--- src/rtl/fetch_queue.sv ---
// ---------------------------------------------------------------------------
// fetch_queue
//
// Instruction-fetch front end for the 16-bit pipelined CPU. It owns the fetch
// PC and issues sequential requests to instruction memory over a req/ack
// handshake that tolerates any response latency. Up to DEPTH fetched
// {pc, instruction} pairs are buffered and handed to IF/ID through a
// valid/ready interface. A branch/jump redirect flushes the queue. A memory
// response that is already in flight is still waited for, and then discarded.
//
// Ports
//   i_clk          clock, all state updates on the rising edge
//   i_rst_n        synchronous active-low reset
//   o_mem_req      registered fetch request, held until i_mem_ack
//   o_mem_addr     registered fetch address, stable while o_mem_req is high
//   i_mem_ack      memory response strobe, only looked at while requesting
//   i_mem_rdata    instruction word, valid in the i_mem_ack cycle
//   i_redirect     one-cycle flush/restart pulse from branch resolution
//   i_redirect_pc  restart address, valid with i_redirect
//   o_out_valid    head entry available (forced low in a redirect cycle)
//   i_out_ready    consumer accepts the head entry
//   o_out_instr    head instruction
//   o_out_pc       address of the head instruction
//   o_count        current occupancy, 0..DEPTH
// ---------------------------------------------------------------------------
module fetch_queue #(
    parameter int                DATA_W   = 16,
    parameter int                ADDR_W   = 16,
    parameter int                DEPTH    = 4,
    parameter logic [ADDR_W-1:0] RESET_PC = '0
) (
    input  logic                     i_clk,
    input  logic                     i_rst_n,
    output logic                     o_mem_req,
    output logic [ADDR_W-1:0]        o_mem_addr,
    input  logic                     i_mem_ack,
    input  logic [DATA_W-1:0]        i_mem_rdata,
    input  logic                     i_redirect,
    input  logic [ADDR_W-1:0]        i_redirect_pc,
    output logic                     o_out_valid,
    input  logic                     i_out_ready,
    output logic [DATA_W-1:0]        o_out_instr,
    output logic [ADDR_W-1:0]        o_out_pc,
    output logic [$clog2(DEPTH):0]   o_count
);

    localparam int PTR_W = $clog2(DEPTH);
    localparam int CNT_W = PTR_W + 1;

    // S_DROP: a redirect arrived while a request was outstanding; wait for
    // its ack so the stale response can be thrown away.
    typedef enum logic [1:0] {
        S_IDLE,
        S_WAIT,
        S_DROP
    } state_t;

    state_t              r_state;
    logic                r_mem_req;
    logic [ADDR_W-1:0]   r_mem_addr;
    logic [ADDR_W-1:0]   r_fetch_pc;
    logic [ADDR_W-1:0]   r_target;
    logic [PTR_W-1:0]    r_rd_ptr;
    logic [PTR_W-1:0]    r_wr_ptr;
    logic [CNT_W-1:0]    r_count;
    logic [DATA_W-1:0]   r_instr [DEPTH];
    logic [ADDR_W-1:0]   r_pc    [DEPTH];

    logic                w_pop;
    logic                w_push;
    logic [CNT_W:0]      w_cnt_ext;
    logic                w_room_idle;
    logic                w_room_wait;

    assign o_out_valid = (r_count != '0) && !i_redirect;
    assign w_pop       = o_out_valid && i_out_ready;
    // An ack coinciding with a redirect belongs to the squashed path.
    assign w_push      = (r_state == S_WAIT) && i_mem_ack && !i_redirect;

    // Room checks account for this cycle's pop (and, while waiting, for the
    // entry the current ack is about to write) so a request is only issued
    // when its response is guaranteed a free slot.
    assign w_cnt_ext   = {1'b0, r_count};
    assign w_room_idle = (w_cnt_ext - (CNT_W+1)'(w_pop)) < (CNT_W+1)'(DEPTH);
    assign w_room_wait = (w_cnt_ext + (CNT_W+1)'(1) - (CNT_W+1)'(w_pop))
                         < (CNT_W+1)'(DEPTH);

    assign o_mem_req   = r_mem_req;
    assign o_mem_addr  = r_mem_addr;
    assign o_out_instr = r_instr[r_rd_ptr];
    assign o_out_pc    = r_pc[r_rd_ptr];
    assign o_count     = r_count;

    // Queue storage: data only, no reset needed.
    always_ff @(posedge i_clk) begin
        if (w_push) begin
            r_instr[r_wr_ptr] <= i_mem_rdata;
            r_pc[r_wr_ptr]    <= r_mem_addr;
        end
    end

    // Queue bookkeeping
    always_ff @(posedge i_clk) begin
        if (!i_rst_n) begin
            r_rd_ptr <= '0;
            r_wr_ptr <= '0;
            r_count  <= '0;
        end else if (i_redirect) begin
            r_rd_ptr <= '0;
            r_wr_ptr <= '0;
            r_count  <= '0;
        end else begin
            if (w_push) begin
                r_wr_ptr <= r_wr_ptr + PTR_W'(1);
            end
            if (w_pop) begin
                r_rd_ptr <= r_rd_ptr + PTR_W'(1);
            end
            r_count <= r_count + CNT_W'(w_push) - CNT_W'(w_pop);
        end
    end

    // Fetch state machine with registered request outputs
    always_ff @(posedge i_clk) begin
        if (!i_rst_n) begin
            r_state    <= S_IDLE;
            r_mem_req  <= 1'b0;
            r_mem_addr <= RESET_PC;
            r_fetch_pc <= RESET_PC;
            r_target   <= RESET_PC;
        end else begin
            case (r_state)
                S_IDLE: begin
                    if (i_redirect) begin
                        r_fetch_pc <= i_redirect_pc;
                    end else if (w_room_idle) begin
                        r_state    <= S_WAIT;
                        r_mem_req  <= 1'b1;
                        r_mem_addr <= r_fetch_pc;
                    end
                end
                S_WAIT: begin
                    if (i_mem_ack) begin
                        if (i_redirect) begin
                            r_fetch_pc <= i_redirect_pc;
                            r_mem_req  <= 1'b0;
                            r_state    <= S_IDLE;
                        end else begin
                            r_fetch_pc <= r_fetch_pc + ADDR_W'(1);
                            if (w_room_wait) begin
                                // back-to-back issue of the next address
                                r_mem_addr <= r_fetch_pc + ADDR_W'(1);
                            end else begin
                                r_mem_req <= 1'b0;
                                r_state   <= S_IDLE;
                            end
                        end
                    end else if (i_redirect) begin
                        // request stays up; its response will be dropped
                        r_target <= i_redirect_pc;
                        r_state  <= S_DROP;
                    end
                end
                S_DROP: begin
                    if (i_mem_ack) begin
                        r_fetch_pc <= i_redirect ? i_redirect_pc : r_target;
                        r_mem_req  <= 1'b0;
                        r_state    <= S_IDLE;
                    end else if (i_redirect) begin
                        r_target <= i_redirect_pc;
                    end
                end
                default: begin
                    r_state   <= S_IDLE;
                    r_mem_req <= 1'b0;
                end
            endcase
        end
    end

endmodule

--- config.mk ---
export PLATFORM = sky130hd
export DESIGN_NAME = fetch_queue
export DESIGN_NICKNAME = d
export VERILOG_FILES = /design/src/rtl/fetch_queue.sv
export SDC_FILE = /design/constraint.sdc
export NUM_CORES = 1
export LEC_CHECK = 0
export BUFFER_PORTS_ARGS = -buffer_cell sky130_fd_sc_hd__buf_2
export CORE_MARGIN = 5
export CORE_UTILIZATION = 53
export DETAILED_ROUTE_END_ITERATION = 12
export PLACE_DENSITY_LB_ADDON = 0.3
export SETUP_SLACK_MARGIN = 0.5
export SLEW_MARGIN = 20
export SYNTH_ARGS = -nofsm -noshare
export SYNTH_HDL_FRONTEND = slang
export SYNTH_SLANG_ARGS = --single-unit
--- constraint.sdc ---
create_clock -name i_clk -period 2.4 [get_ports i_clk]
set_input_delay 0.36 -clock i_clk [delete_from_list [all_inputs] [get_ports i_clk]]
set_output_delay 0.36 -clock i_clk [all_outputs]
set_load 0.05 [all_outputs]
==> results.md <==
* Overflow left after global routing at 0
* Worst setup SP type: flip-flop
* Final Hold Vio Count at 0
* Placed Area at 8620 um^2
* Post-layout min period at 2.18 ns
* Cells after Synth at approximately 590
* Final Cell Area at 9790 um^2
* Drt first pass iters at 5
* # clock sinks at 188
* Final worst-path cycle share at 90.7%
* Max-Cap Viols at 0
* Crit-path max cell delay at 0.54 ns
* Synthesis-stage register bit count at 188
* Fin. max-slew vios at 0
* Worst-path clk slew at 0.07 ns
* Cell row count at between 40 and 50
* ANT cells at 0
* Vias in the first global route at 5085
* Detailed Route WL at 17.9 mm
* Combinational family with the most area after synthesis: compound AO/OA/AOI/OAI gates
* Syn_nets at 642
* Die X at 133 um
* Avg Inst Size Synth at ~13 um^2
* Hold crit path type: in2reg
* Unique cell type count in the Yosys netlist at 60
* Post-synthesis cell area at 7980 um^2
* Relative slew slack at between 40 and 50%
* Post-DP HPWL at 10.9 mm
* Slowest cell on the critical path: mux4_2
* Compound-Gate Fraction of Synth Area at 9.97%
* Initial Util at 54.5%
* Synth Area in Adders at 2.13%
* DP Worst Slack at 0.323 ns
* DRC viols at 0
* Largest fanout on the critical path at 8
* Least-Margin Pin Slew at approximately 0.84 ns
* # IOs at 90
* Cell count after placement at about 840
* Status: completed
* Setup Crit Path Kind: reg2out
* Worst Skew at 0.00909 ns
* Initial antenna violation count at 0
* Yosys warns at 0
* Max Clk Rate at 459 MHz
* Pin count of the biggest net entering global routing at 33
* Root Driver: clkbuf_16
* Lkg Pwr at 3.39 nW
* TNS Setup at 0 ns
* Synth top area cells: edfxtp_1 (48%), dfxtp_1 (15%), mux4_2 (9.0%), nand2_1 (3.2%), a21oi_1 (2.0%)
* Area growth syn-to-layout at 22.8%
* Vias per Instance at 5.86
* Core area at 14600 um^2
* DIE AREA at 17600 um^2
* Fillers at 999
* Global-route wire length before repair at 27.9 mm
* Input/output buffers at between 80 and 90
* RSZ-0062 raised after global routing: true
* Top_reg_cell synth: edfxtp_1
* Cts bufs inserted at 17
* Antenna viol nets, final at 0
* Worst setup EP type: output port
* Cell Chain, Critical Path: buf_12, buf_16, mux4_2, buf_6
* Yosys top cell area share at 48.2%
* Synth async-reset ratio at 0%
* Synth Area in XOR/XNOR at between 2 and 2.5%
* Non-Filler Instances at roughly 880
* Vias at 5180
* Layout cells sized above 1 at 32.4%
* Worst EP arrival at 1.82 ns
* # nets final at between 700 and 800
* Die H at 133 um
* Sequential area share after synthesis at 63.2%
* Max Buffers Root-to-Sink at 2
* Req. time, crit path at approximately 2.0 ns
* Peak VDD IR at 0.623 mV
* Post-synthesis mux area share at about a tenth
* Synth Area in Simple Gates at 9.88%
* Reg area at approximately 5100 um^2
* Post-synth EDFFs at 128
* RePlAce Congestion at 0.899
* Worst-skew pair later-pin latency at 0.43 ns
* H-tree lvl count at 4
* CTS tree: built
* Cell taking the most area after synthesis: edfxtp_1
* Pwr Density at 1080 nW/um^2
* DR iter-0 viols at about 420
* Post-route setup slack at 0.223 ns
* # setup viols final at 0
* Per-cell routed wire length at 20.2 um
* Total track usage at 20.2%
* Area of the multi-input gates at approximately 2900 um^2
* Worst hold slack at between 0.1 and 0.15 ns
==> cells in the mapped netlist (9+ instances only) <==
library cell  count
nor3_1           10
ha_1             12
edfxtp_1        128
dfxtp_1          60
nand3_1          13
buf_2            14
nor2_1           36
xnor2_1           9
clkbuf_1         23
xor2_1           12
a21oi_1          32
nand2_1          67
inv_1            16
o21ai_0          27
mux4_2           32
==> final timing paths <==
path / startpoint / endpoint / slack, ns / cells past startpoint
min: i_mem_rdata[7] / r_instr[2][7] / 0.15 / 1
max reg2reg: r_state[1] / o_count[1] / 0.50 / 9
min reg2reg: r_target[12] / r_target[12] / 0.46 / 2
max: flip-flop / o_out_instr[13] / 0.22 / 4
==> sequential cells by signal (all words and copies together), names as in the netlist, named ones only <==
signal and flops:
r_wr_ptr 2, o_mem_req 1, r_pc 64, r_target 16
o_mem_addr 16, r_instr 64, r_fetch_pc 16, o_count 3
r_rd_ptr 2, r_state 2
==> cells in the final DEF, fill, tap and decap left out, types with 4 or more instances in the layout <==
master,count
o221ai_1,4
mux4_2,32
buf_12,4
xnor2_1,9
a31oi_1,4
xor2_1,12
clkbuf_16,19
buf_6,34
and3_4,4
nand4_1,6
inv_6,4
ha_1,7
a22o_1,5
buf_2,57
a211oi_2,8
nand3_1,13
edfxtp_1,128
o211ai_1,4
a21oi_1,32
dfxtp_1,53
o21ai_0,25
buf_4,15
nor2_1,36
dfxtp_4,6
nor3_1,9
nand2_1,66
inv_1,15
a211oi_1,4
==> final cells by class <==
type / count / share of cell area [%]
well taps: 184 / 2.35
flip-flops and latches: 188 / 51.8
clock buffers: 19 / 4.42
inverters: 16 / 0.639
repair buffers: 116 / 10.3
clock inverters: 13 / 1.42
multi-input cells: 348 / 29.1
==> what timing repair did <==
| item | CTS | global route |
|---|---|---|
| gates cloned | 3 | 2 |
| resized for setup | 72 | 39 |
| setup buffers | 5 | 5 |
| endpoints found under the setup margin | 187 | 207 |
| hold buffers | 0 | 0 |
| pin swaps | 0 | 10 |
==> metal layers <==
layer	track usage (%)	share of wire, %
met4	6.70	1.8
met2	34.0	51
met5	0	0
met3	3.15	4.9
met1	27.1	42
==> report_power, final <==
group | total [W] | switching, W | leakage [nW] | internal [W]
Sequential | 0.00447 | 0.000493 | 1.66 | 0.00398
Clock | 0.00273 | 0.00119 | 0.274 | 0.00154
Combinational | 0.00339 | 0.00208 | 1.46 | 0.00131
Total | 0.0106 | 0.00376 | 3.39 | 0.00683
==> kinds of logic after synthesis <==
group,Yosys count
DFF,188
and+or+nand+nor,163
AOI/OAI and AO/OA,116
buffers and inverters,56
muxes,35
xor gates and xnor gates,21
adders and majority gates,13
==> worst max-delay path, delay by kind of cell, from the launching register on <==
family   cells  cell delay [ns]
buf+inv      3             0.45
flops        1             0.40
mux          1             0.54
==> per-stage QoR <==
stage / utilization, % / total power (W)
2_1_floorplan: - / 0.00663
3_3_place_gp: 58.9 / 0.00722
3_5_place_dp: 58.9 / 0.00732
4_1_cts: 65.2 / 0.0101
5_1_grt: 66.9 / 0.0111
6_report: 66.9 / 0.0106
Power figures use the tool's default switching activity.
